**src/rtl/lemmings_pkg.sv**
```systemverilog
// Shared definitions for the lemming array and the dig scheduler:
// scheduler state type, counter width and the lemming FSM state codes.
package lemmings_pkg;

    // Width of the shovel budget, timers and statistics counters
    localparam int CNT_W = 8;

    // Dig scheduler states
    typedef enum logic [1:0] {
        ST_IDLE     = 2'd0,
        ST_ISSUE    = 2'd1,
        ST_HOLD     = 2'd2,
        ST_COOLDOWN = 2'd3
    } sched_state_t;

    // Lemming FSM state encodings, shared with the lemming block
    localparam logic [2:0] LEM_WALK_L = 3'd0;
    localparam logic [2:0] LEM_WALK_R = 3'd1;
    localparam logic [2:0] LEM_FALL_L = 3'd2;
    localparam logic [2:0] LEM_FALL_R = 3'd3;
    localparam logic [2:0] LEM_DIG_L  = 3'd4;
    localparam logic [2:0] LEM_DIG_R  = 3'd5;
    localparam logic [2:0] LEM_SPLAT  = 3'd6;

endpackage

```
**src/rtl/lemmings_dig_scheduler_rr_arbiter.sv**
```systemverilog
// Combinational N-way round-robin picker: returns the first eligible
// index at or after the pointer, wrapping from N-1 back to 0.
module rr_arbiter #(
    parameter int N = 4
) (
    input  logic [N-1:0]         eligible,
    input  logic [$clog2(N)-1:0] pointer,
    output logic                 any,
    output logic [$clog2(N)-1:0] winner
);

    localparam int IW = $clog2(N);

    // Scan upward from the pointer; the first hit wins
    always_comb begin
        int j;
        any    = 1'b0;
        winner = '0;
        j      = 0;
        for (int k = 0; k < N; k++) begin
            j = int'(pointer) + k;
            if (j >= N) begin
                j = j - N;
            end
            if (!any && eligible[j]) begin
                any    = 1'b1;
                winner = IW'(j);
            end
        end
    end

endmodule

```
**src/rtl/lemmings_dig_scheduler.sv**
```systemverilog
// Shares one shovel between N lemmings: grants dig requests round-robin,
// watches the grantee's digging/aaah/walk outputs, enforces a global
// budget of successful digs and a cooldown between uses.
// Optional build macro DIG_STATS_EN adds dig_count / abort_count outputs.
module lemmings_dig_scheduler
    import lemmings_pkg::*;
#(
    parameter int N             = 4,
    parameter int BUDGET        = 10,
    parameter int ISSUE_TIMEOUT = 8,
    parameter int COOLDOWN      = 3
) (
    input  logic                 clk,
    input  logic                 areset,
    input  logic [N-1:0]         req,
    input  logic [N-1:0]         lem_walking,
    input  logic [N-1:0]         lem_aaah,
    input  logic [N-1:0]         lem_digging,
    output logic [N-1:0]         dig,
    output logic                 busy,
    output logic [$clog2(N)-1:0] grant_idx,
    output logic [7:0]           shovels_left,
`ifdef DIG_STATS_EN
    output logic [7:0]           dig_count,
    output logic [7:0]           abort_count,
`endif
    output logic                 exhausted
);

    localparam int IW = $clog2(N);
    localparam logic [CNT_W-1:0] BUDGET_INIT = CNT_W'(BUDGET);
    localparam logic [CNT_W-1:0] ISSUE_LAST  = CNT_W'(ISSUE_TIMEOUT - 1);
    // COOLDOWN of 0 or 1 both spend exactly one cycle in the cooldown state
    localparam logic [CNT_W-1:0] COOL_LAST   = (COOLDOWN == 0) ? '0 : CNT_W'(COOLDOWN - 1);

    function automatic logic [CNT_W-1:0] sat_dec(input logic [CNT_W-1:0] v);
        return (v == '0) ? v : v - 1'b1;
    endfunction

    sched_state_t     state;
    logic [IW-1:0]    rr_ptr;
    logic [CNT_W-1:0] timer;
    logic [N-1:0]     eligible;
    logic             any;
    logic [IW-1:0]    winner;
    logic             g_digging;
    logic             g_alive;
    logic             g_aaah;
    logic             issue_hold;
    logic             issue_abort;

    assign eligible  = req & lem_walking;
    assign g_digging = lem_digging[grant_idx];
    assign g_aaah    = lem_aaah[grant_idx];
    assign g_alive   = lem_walking[grant_idx] | g_aaah | g_digging;

    // Digging takes priority over every abort condition in the same cycle
    assign issue_hold  = (state == ST_ISSUE) && g_digging;
    assign issue_abort = (state == ST_ISSUE) && !g_digging &&
                         (!g_alive || g_aaah || (timer == ISSUE_LAST));

    assign busy      = (state == ST_ISSUE) || (state == ST_HOLD);
    assign exhausted = (shovels_left == '0);

    rr_arbiter #(.N(N)) u_arb (
        .eligible (eligible),
        .pointer  (rr_ptr),
        .any      (any),
        .winner   (winner)
    );

    // Scheduler FSM; dig is registered so it is one-hot-or-zero and glitch free
    always_ff @(posedge clk or posedge areset) begin
        if (areset) begin
            state        <= ST_IDLE;
            dig          <= '0;
            grant_idx    <= '0;
            rr_ptr       <= '0;
            shovels_left <= BUDGET_INIT;
            timer        <= '0;
        end else begin
            case (state)
                ST_IDLE: begin
                    if (!exhausted && any) begin
                        grant_idx <= winner;
                        rr_ptr    <= (winner == IW'(N - 1)) ? '0 : winner + 1'b1;
                        dig       <= {{(N-1){1'b0}}, 1'b1} << winner;
                        timer     <= '0;
                        state     <= ST_ISSUE;
                    end
                end
                ST_ISSUE: begin
                    if (issue_hold) begin
                        dig          <= '0;
                        shovels_left <= sat_dec(shovels_left);
                        state        <= ST_HOLD;
                    end else if (issue_abort) begin
                        dig   <= '0;
                        timer <= '0;
                        state <= ST_COOLDOWN;
                    end else begin
                        timer <= timer + 1'b1;
                    end
                end
                ST_HOLD: begin
                    if (!g_digging) begin
                        timer <= '0;
                        state <= ST_COOLDOWN;
                    end
                end
                default: begin
                    if (timer >= COOL_LAST) begin
                        state <= ST_IDLE;
                    end else begin
                        timer <= timer + 1'b1;
                    end
                end
            endcase
        end
    end

`ifdef DIG_STATS_EN
    function automatic logic [CNT_W-1:0] sat_inc(input logic [CNT_W-1:0] v);
        return (v == '1) ? v : v + 1'b1;
    endfunction

    // Saturating counts of successful dig starts and abandoned grants
    always_ff @(posedge clk or posedge areset) begin
        if (areset) begin
            dig_count   <= '0;
            abort_count <= '0;
        end else begin
            if (issue_hold)  dig_count   <= sat_inc(dig_count);
            if (issue_abort) abort_count <= sat_inc(abort_count);
        end
    end
`endif

endmodule

```
**config.mk**
```make
export PLATFORM = sky130hd
export DESIGN_NAME = lemmings_dig_scheduler
export DESIGN_NICKNAME = d
export VERILOG_FILES = /design/src/rtl/lemmings_pkg.sv /design/src/rtl/lemmings_dig_scheduler_rr_arbiter.sv /design/src/rtl/lemmings_dig_scheduler.sv
export SDC_FILE = /design/constraint.sdc
export NUM_CORES = 1
export LEC_CHECK = 0
export ABC_AREA = 1
export BUFFER_PORTS_ARGS = -buffer_cell sky130_fd_sc_hd__buf_2
export CAP_MARGIN = 0
export CELL_PAD_IN_SITES_DETAIL_PLACEMENT = 0
export CELL_PAD_IN_SITES_GLOBAL_PLACEMENT = 1
export CORE_MARGIN = 2
export CORE_UTILIZATION = 41
export CTS_CLUSTER_DIAMETER = 60
export DETAILED_ROUTE_END_ITERATION = 10
export GPL_TIMING_DRIVEN = 0
export PLACE_DENSITY = 0.86
export SLEW_MARGIN = 20
export SYNTH_ARGS = -nofsm -noshare
export SYNTH_HDL_FRONTEND = slang
export SYNTH_SLANG_ARGS = --single-unit
```
**constraint.sdc**
```tcl
create_clock -name clk -period 2.2 [get_ports clk]
set_input_delay 0.22 -clock clk [delete_from_list [all_inputs] [get_ports clk]]
set_output_delay 0.22 -clock clk [all_outputs]
set_load 0.1 [all_outputs]
```
* After elaboration in Yosys (flattened, before gate mapping) *
Cells that the tools add are included.

word-level totals
  memory bits (writable) = 0
  register bits = 26
  latch bits = 0
  memories = 0
  logic and storage cells = 112
  input bits = 18
  ROM bits = 0
  output and inout bits = 16

cells by class
  equal/unequal tests = 9
  div/mod/pow operators = 0
  add/subtract/negate cells = 10
  shift-type cells = 1
  $lt $le $gt $ge = 10
  bitwise logic cells = 4
  multipliers = 0
  muxes and demuxes = 47
  reduce and logical (&&, ||, !) cells = 25

operator list
  kind                     number
  $lt A32 B4 Y1 const B    4
  $mux W32                 4
  $ge A32 B4 Y1 const B    3
  $sub A32 B4 Y32 const B  3
  $mux W8                  5
  $pmux W8 S3              1
  $mux W2                  10
  $mux W1                  15
  $bmux W1 S2              7
  $mux W4                  3
  $add A8 B1 Y8 const B    1
  $eq A8 B3 Y1 const B     1
  $ge A8 B2 Y1 const B     1
  $logic_not A8 Y1         1
  $pmux W4 S2              1
  $reduce_and A4 Y1        2
  $sub A8 B1 Y8 const B    1
  $logic_and A1 B1 Y1      7
  $add A2 B2 Y3 const B    2
  $logic_not A1 Y1         6
  $ne A2 B2 Y1 const B     3
  $pmux W2 S3              1
  $reduce_and A3 Y1        2
  $and A4 B4 Y4            1
  17 further kinds         21

* Longest topological paths before layout *
  depth in word-level cells = 18
  gate-level depth with buffers = 15
  gate-level depth less buffers = 14

* Cells and area by module *
From an unflattened synthesis, not the netlist that was laid out.

second synthesis, totals
  cells, all modules = 281
  area total of the unflattened synthesis = 2,092.0 um2

modules (own cells, without submodules)
  module                  seq. area each (um2)  instances  cells each  area an instance (um2)
  lemmings_dig_scheduler  653.1                 1          222         1,773.0
  rr_arbiter              0.0                   1          59          319.1

* Least setup slack after synthesis *
No wires, ideal clock.

  kind = reg2reg
  from = register shovels_left[0]
  to = register timer[1]
  path buffers = 1
  stages on the path, launching flop included = 12
  slack = -1,024 ps
  period minus slack after synthesis = 3,224 ps
  library setup time = 74 ps
  data required time = 2,126 ps
  arrival = 3,150 ps
  cell sequence = dfrtp_1 -> inv_1 -> ha_1 -> nand3_1 -> nor3_2 -> inv_2 -> nand2_4 -> nand2_4 -> nand2_4 -> buf_8 -> nand2_2 -> o21ai_2

between the ends
  cells in the longest elaborated chain, start to end = 5

RTL lines
  element                      line                           text
  from (decl)                  lemmings_dig_scheduler.sv:22   output logic [7:0] shovels_left,
  from (signal assigned)       lemmings_dig_scheduler.sv:95   shovels_left <= sat_dec(shovels_left);
  $logic_not A8 Y1             lemmings_dig_scheduler.sv:63   assign exhausted = (shovels_left == '0);
  via exhausted                lemmings_dig_scheduler.sv:27   output logic exhausted
  $logic_not A1 Y1             lemmings_dig_scheduler.sv:84   if (!exhausted && any) begin
  $logic_and A1 B1 Y1          lemmings_dig_scheduler.sv:84
  $ne A2 B2 Y1 (no line)       --
  $reduce_and A4 Y1 (no line)  --
  to (signal assigned)         lemmings_dig_scheduler.sv:102  timer <= timer + 1'b1;
  to (signal assigned)         lemmings_dig_scheduler.sv:115  timer <= timer + 1'b1;
  to (decl)                    lemmings_dig_scheduler.sv:42   logic [CNT_W-1:0] timer;

The timed path passes the listed nets, and every way through them passes these cells.
A chain may end at the register's enable or synchronous reset.

* Final worst setup path *
  from = register shovels_left[0]
  to = output exhausted

between the ends
  cells in the longest elaborated chain, start to end = 1

RTL lines
  element           line
  $logic_not A8 Y1  lemmings_dig_scheduler.sv:63
  to (decl)         lemmings_dig_scheduler.sv:27

Every way passes these cells.

==> summary.txt <==
Timing
  – Max frequency: 494 MHz
  – Part of the cycle the worst path needs: 92.0%
  – Hold Vio Cnt, Final: 9
  – Period minus WS final: 2.02 ns
  – Setup Viol. Count Final: 0
  – Max Slew Vio Count: 0
  – Max_slew headroom: ~61%
  – Clock skew: 0.00628 ns
  – Worst-Margin Slew: 0.580 ns
  – Fin worst setup slack: 0.176 ns
  – Hold WS: -0.00334 ns
  – RSZ-0062 raised after global routing: false

Critical path
  – CP endpoint: exhausted
  – CP peak stage delay: slightly above 0.5 ns
  – Crit start category: flop
  – WS Path Type: flop to output pin
  – CP max-delay cell: dfrtp_4
  – CP Data Arrival Time: roughly 1.8 ns
  – FF-to-FF setup slack: 0.22 ns
  – Worst setup startpoint: shovels_left[0]$_DFFE_PP0P_
  – Crit-path max FO: 4
  – WP data required: 1.98 ns
  – Launch point of the worst reg-to-reg path: rr_ptr[1]$_DFFE_PP0P_
  – Critical R2R Capture: dig[0]$_DFFE_PP0P_
  – Crit path cell chain: inv_4 > ha_4 > nand3_2 > nor3_4 > buf_2
  – Crit path capture type: output pin
  – R2R depth: 14

Route
  – ANT nets after route: 0
  – DR vias: 1791
  – Drt first pass iters: 4
  – Initial DRC Count: 76
  – DR WL/cell: 11.0 um
  – WL final: 4140 um
  – Vias/cell: 4.76
  – Residual DRC: 0

Status
  – Status: complete, but fails checks
  – Violated checks: negative hold slack

Cells and area
  – Final nets: approximately 340
  – Area Overhead vs Synth: 16.8%
  – Ant. Diodes: 0
  – Fraction of layout cells with a size suffix above 1: between 20% and 30%
  – Final Util: ~50%

Synth
  – Avg Inst Size Synth: 7.46 sq um
  – Syn Inst Count: 272
  – Adder-cell share of the synthesized area: 8.02%
  – Post-synthesis compound-gate area fraction: approximately 8.5%
  – Seq cells post-synth: 26
  – Unique masters post-synth: 34
  – Biggest area consumer among synthesized cells: dfrtp_1
  – Post-synthesis mux area share: 0%
  – Largest family of logic cells by synthesized area: simple AND/OR/NAND/NOR gates
  – Post-Syn Area: 0.00203 sq mm
  – Synth area leaders: dfrtp_1, nand2_1, ha_1
  – Syn. warnings: 0
  – Post-Syn Nets: about 300
  – Synth Area in Simple Gates: a little under two fifths
  – Yosys top cell area share: 29.6%
  – Xor and xnor area share after synthesis: 4.75%
  – Register area share after synthesis: 32.2%

Floorplan
  – Die area: 0.00553 sq mm
  – Rows: 25
  – CORE AREA: 0.00475 sq mm
  – Die Span X: 74.3 um
  – Starting density of the core: 42.7%
  – Height of the die: 74.3 um
  – Num ports: 34

Global routing
  – Initial antenna violation count: 0
  – All-Layer GR Usage: 16.5%
  – First-pass GRT wire length: 7190 um
  – Grt ovf: 0
  – Vias in the first global route: between 1500 and 2000
  – Largest net degree at the start of global routing: 27

Clock tree
  – Hold_buf cts: 0
  – H-tree Lvls: 1
  – Sink Count: 26
  – Clk_lat worst skew: 0.27 ns
  – Clock Tree Buf Depth: 2
  – Post-cts resize count: 0
  – Clk pin slew, worst setup/hold paths: 0.09 ns
  – TritonCTS Buffers: 3
  – CTS tree: yes
  – # Post-CTS Setup Buffers: 0
  – Clock root buffer: clkbuf_8

Placed design
  – Final RePlAce weighted congestion: 0.816
  – Detailed Place HPWL: 3290 um
  – Port Buffers: 33
  – Pre-CTS setup slack: roughly 0.23 ns

Worst hold path
  – Worst hold path type: input port to asynchronous set/reset pin

Flow run
  – Max Cap Viol: 0
-- cell families after synthesis --
kind of cell	count (synthesis)
compound gates	25
xor+xnor	11
fa+ha+maj	13
buf+inv	43
flops	26
simple gates	154
-- synth_stat cells (all sizes together) --
| cell type | n |
|---|---|
| a21oi | 2 |
| buf | 3 |
| dfrtp | 24 |
| dfstp | 2 |
| ha | 13 |
| inv | 40 |
| nand2 | 93 |
| nand3 | 24 |
| nand3b | 1 |
| nand4 | 11 |
| nor2 | 19 |
| nor3 | 4 |
| nor3b | 1 |
| nor4 | 1 |
| o211ai | 1 |
| o21a | 1 |
| o21ai | 20 |
| o22ai | 1 |
| xnor2 | 2 |
| xor2 | 9 |
-- metrics by stage --
stage | cell area [sq um] | setup TNS (ns) | hold slack (ns) | std cells
2_1_floorplan | 2060 | -4.73 | 0.258 | 272
3_3_place_gp | 2310 | 0 | 0.460 | 372
3_5_place_dp | 2310 | 0 | 0.459 | 372
4_1_cts | 2370 | 0 | 0.219 | 376
5_1_grt | 2370 | 0 | 0.0481 | 376
6_report | 2370 | 0 | -0.00334 | 376
-- cells in the final DEF, fill, tap and decap left out, drive strengths merged --
cell type / n
inv: 40
nor3: 4
xnor2: 2
nor3b: 1
nand3: 24
o211ai: 1
nand2: 93
nor2: 19
o21a: 1
ha: 13
clkbuf: 4
dfrtp: 24
dfstp: 2
o21ai: 20
xor2: 9
nand3b: 1
nand4: 11
a21oi: 2
nor4: 1
o22ai: 1
buf: 36
-- final cells by class --
class	count	area, sq um
fillers	508	2390
multi-input cells	203	1210
well taps	67	83.8
inverters	40	155
clock buffers	4	55.1
plain buffers	3	31.3
flip-flops and latches	26	663
repair buffers	33	165
-- worst max-delay path: cells and delay by family (launching register included) --
family	cells	cell delay [ns]
adders and majority gates	1	0.12
buffers and inverters	2	0.56
and+or+nand+nor	2	0.34
DFF	1	0.51
-- per-layer routing --
metal	track usage [%]	vias to the layer above	wire (um)
li1	-	940	-
met1	21.7	827	1980
met2	28.8	20	2040
met3	1.63	4	67
met4	4.76	0	51
met5	0	-	0
-- flip-flops by register name (all words and copies together) (netlist names) --
register      count
shovels_left      8
rr_ptr            2
timer             8
grant_idx         2
state             2
dig               4
-- worst min-delay path by stage --
stage	end	from	slack, ns
2_1_floorplan	dig[0]$_DFFE_PP0P_	areset	0.26
3_3_place_gp	dig[3]$_DFFE_PP0P_	dig[3]$_DFFE_PP0P_	0.46
3_5_place_dp	dig[3]$_DFFE_PP0P_	dig[3]$_DFFE_PP0P_	0.46
4_1_cts	timer[6]$_DFFE_PP0P_	areset	0.22
5_1_grt	timer[6]$_DFFE_PP0P_	areset	0.05
6_report	timer[6]$_DFFE_PP0P_	areset	-0.003
Power is left out: the tool's default activity adds up to more than one toggle a clock period on the data nets, which glitch-free logic cannot reach.
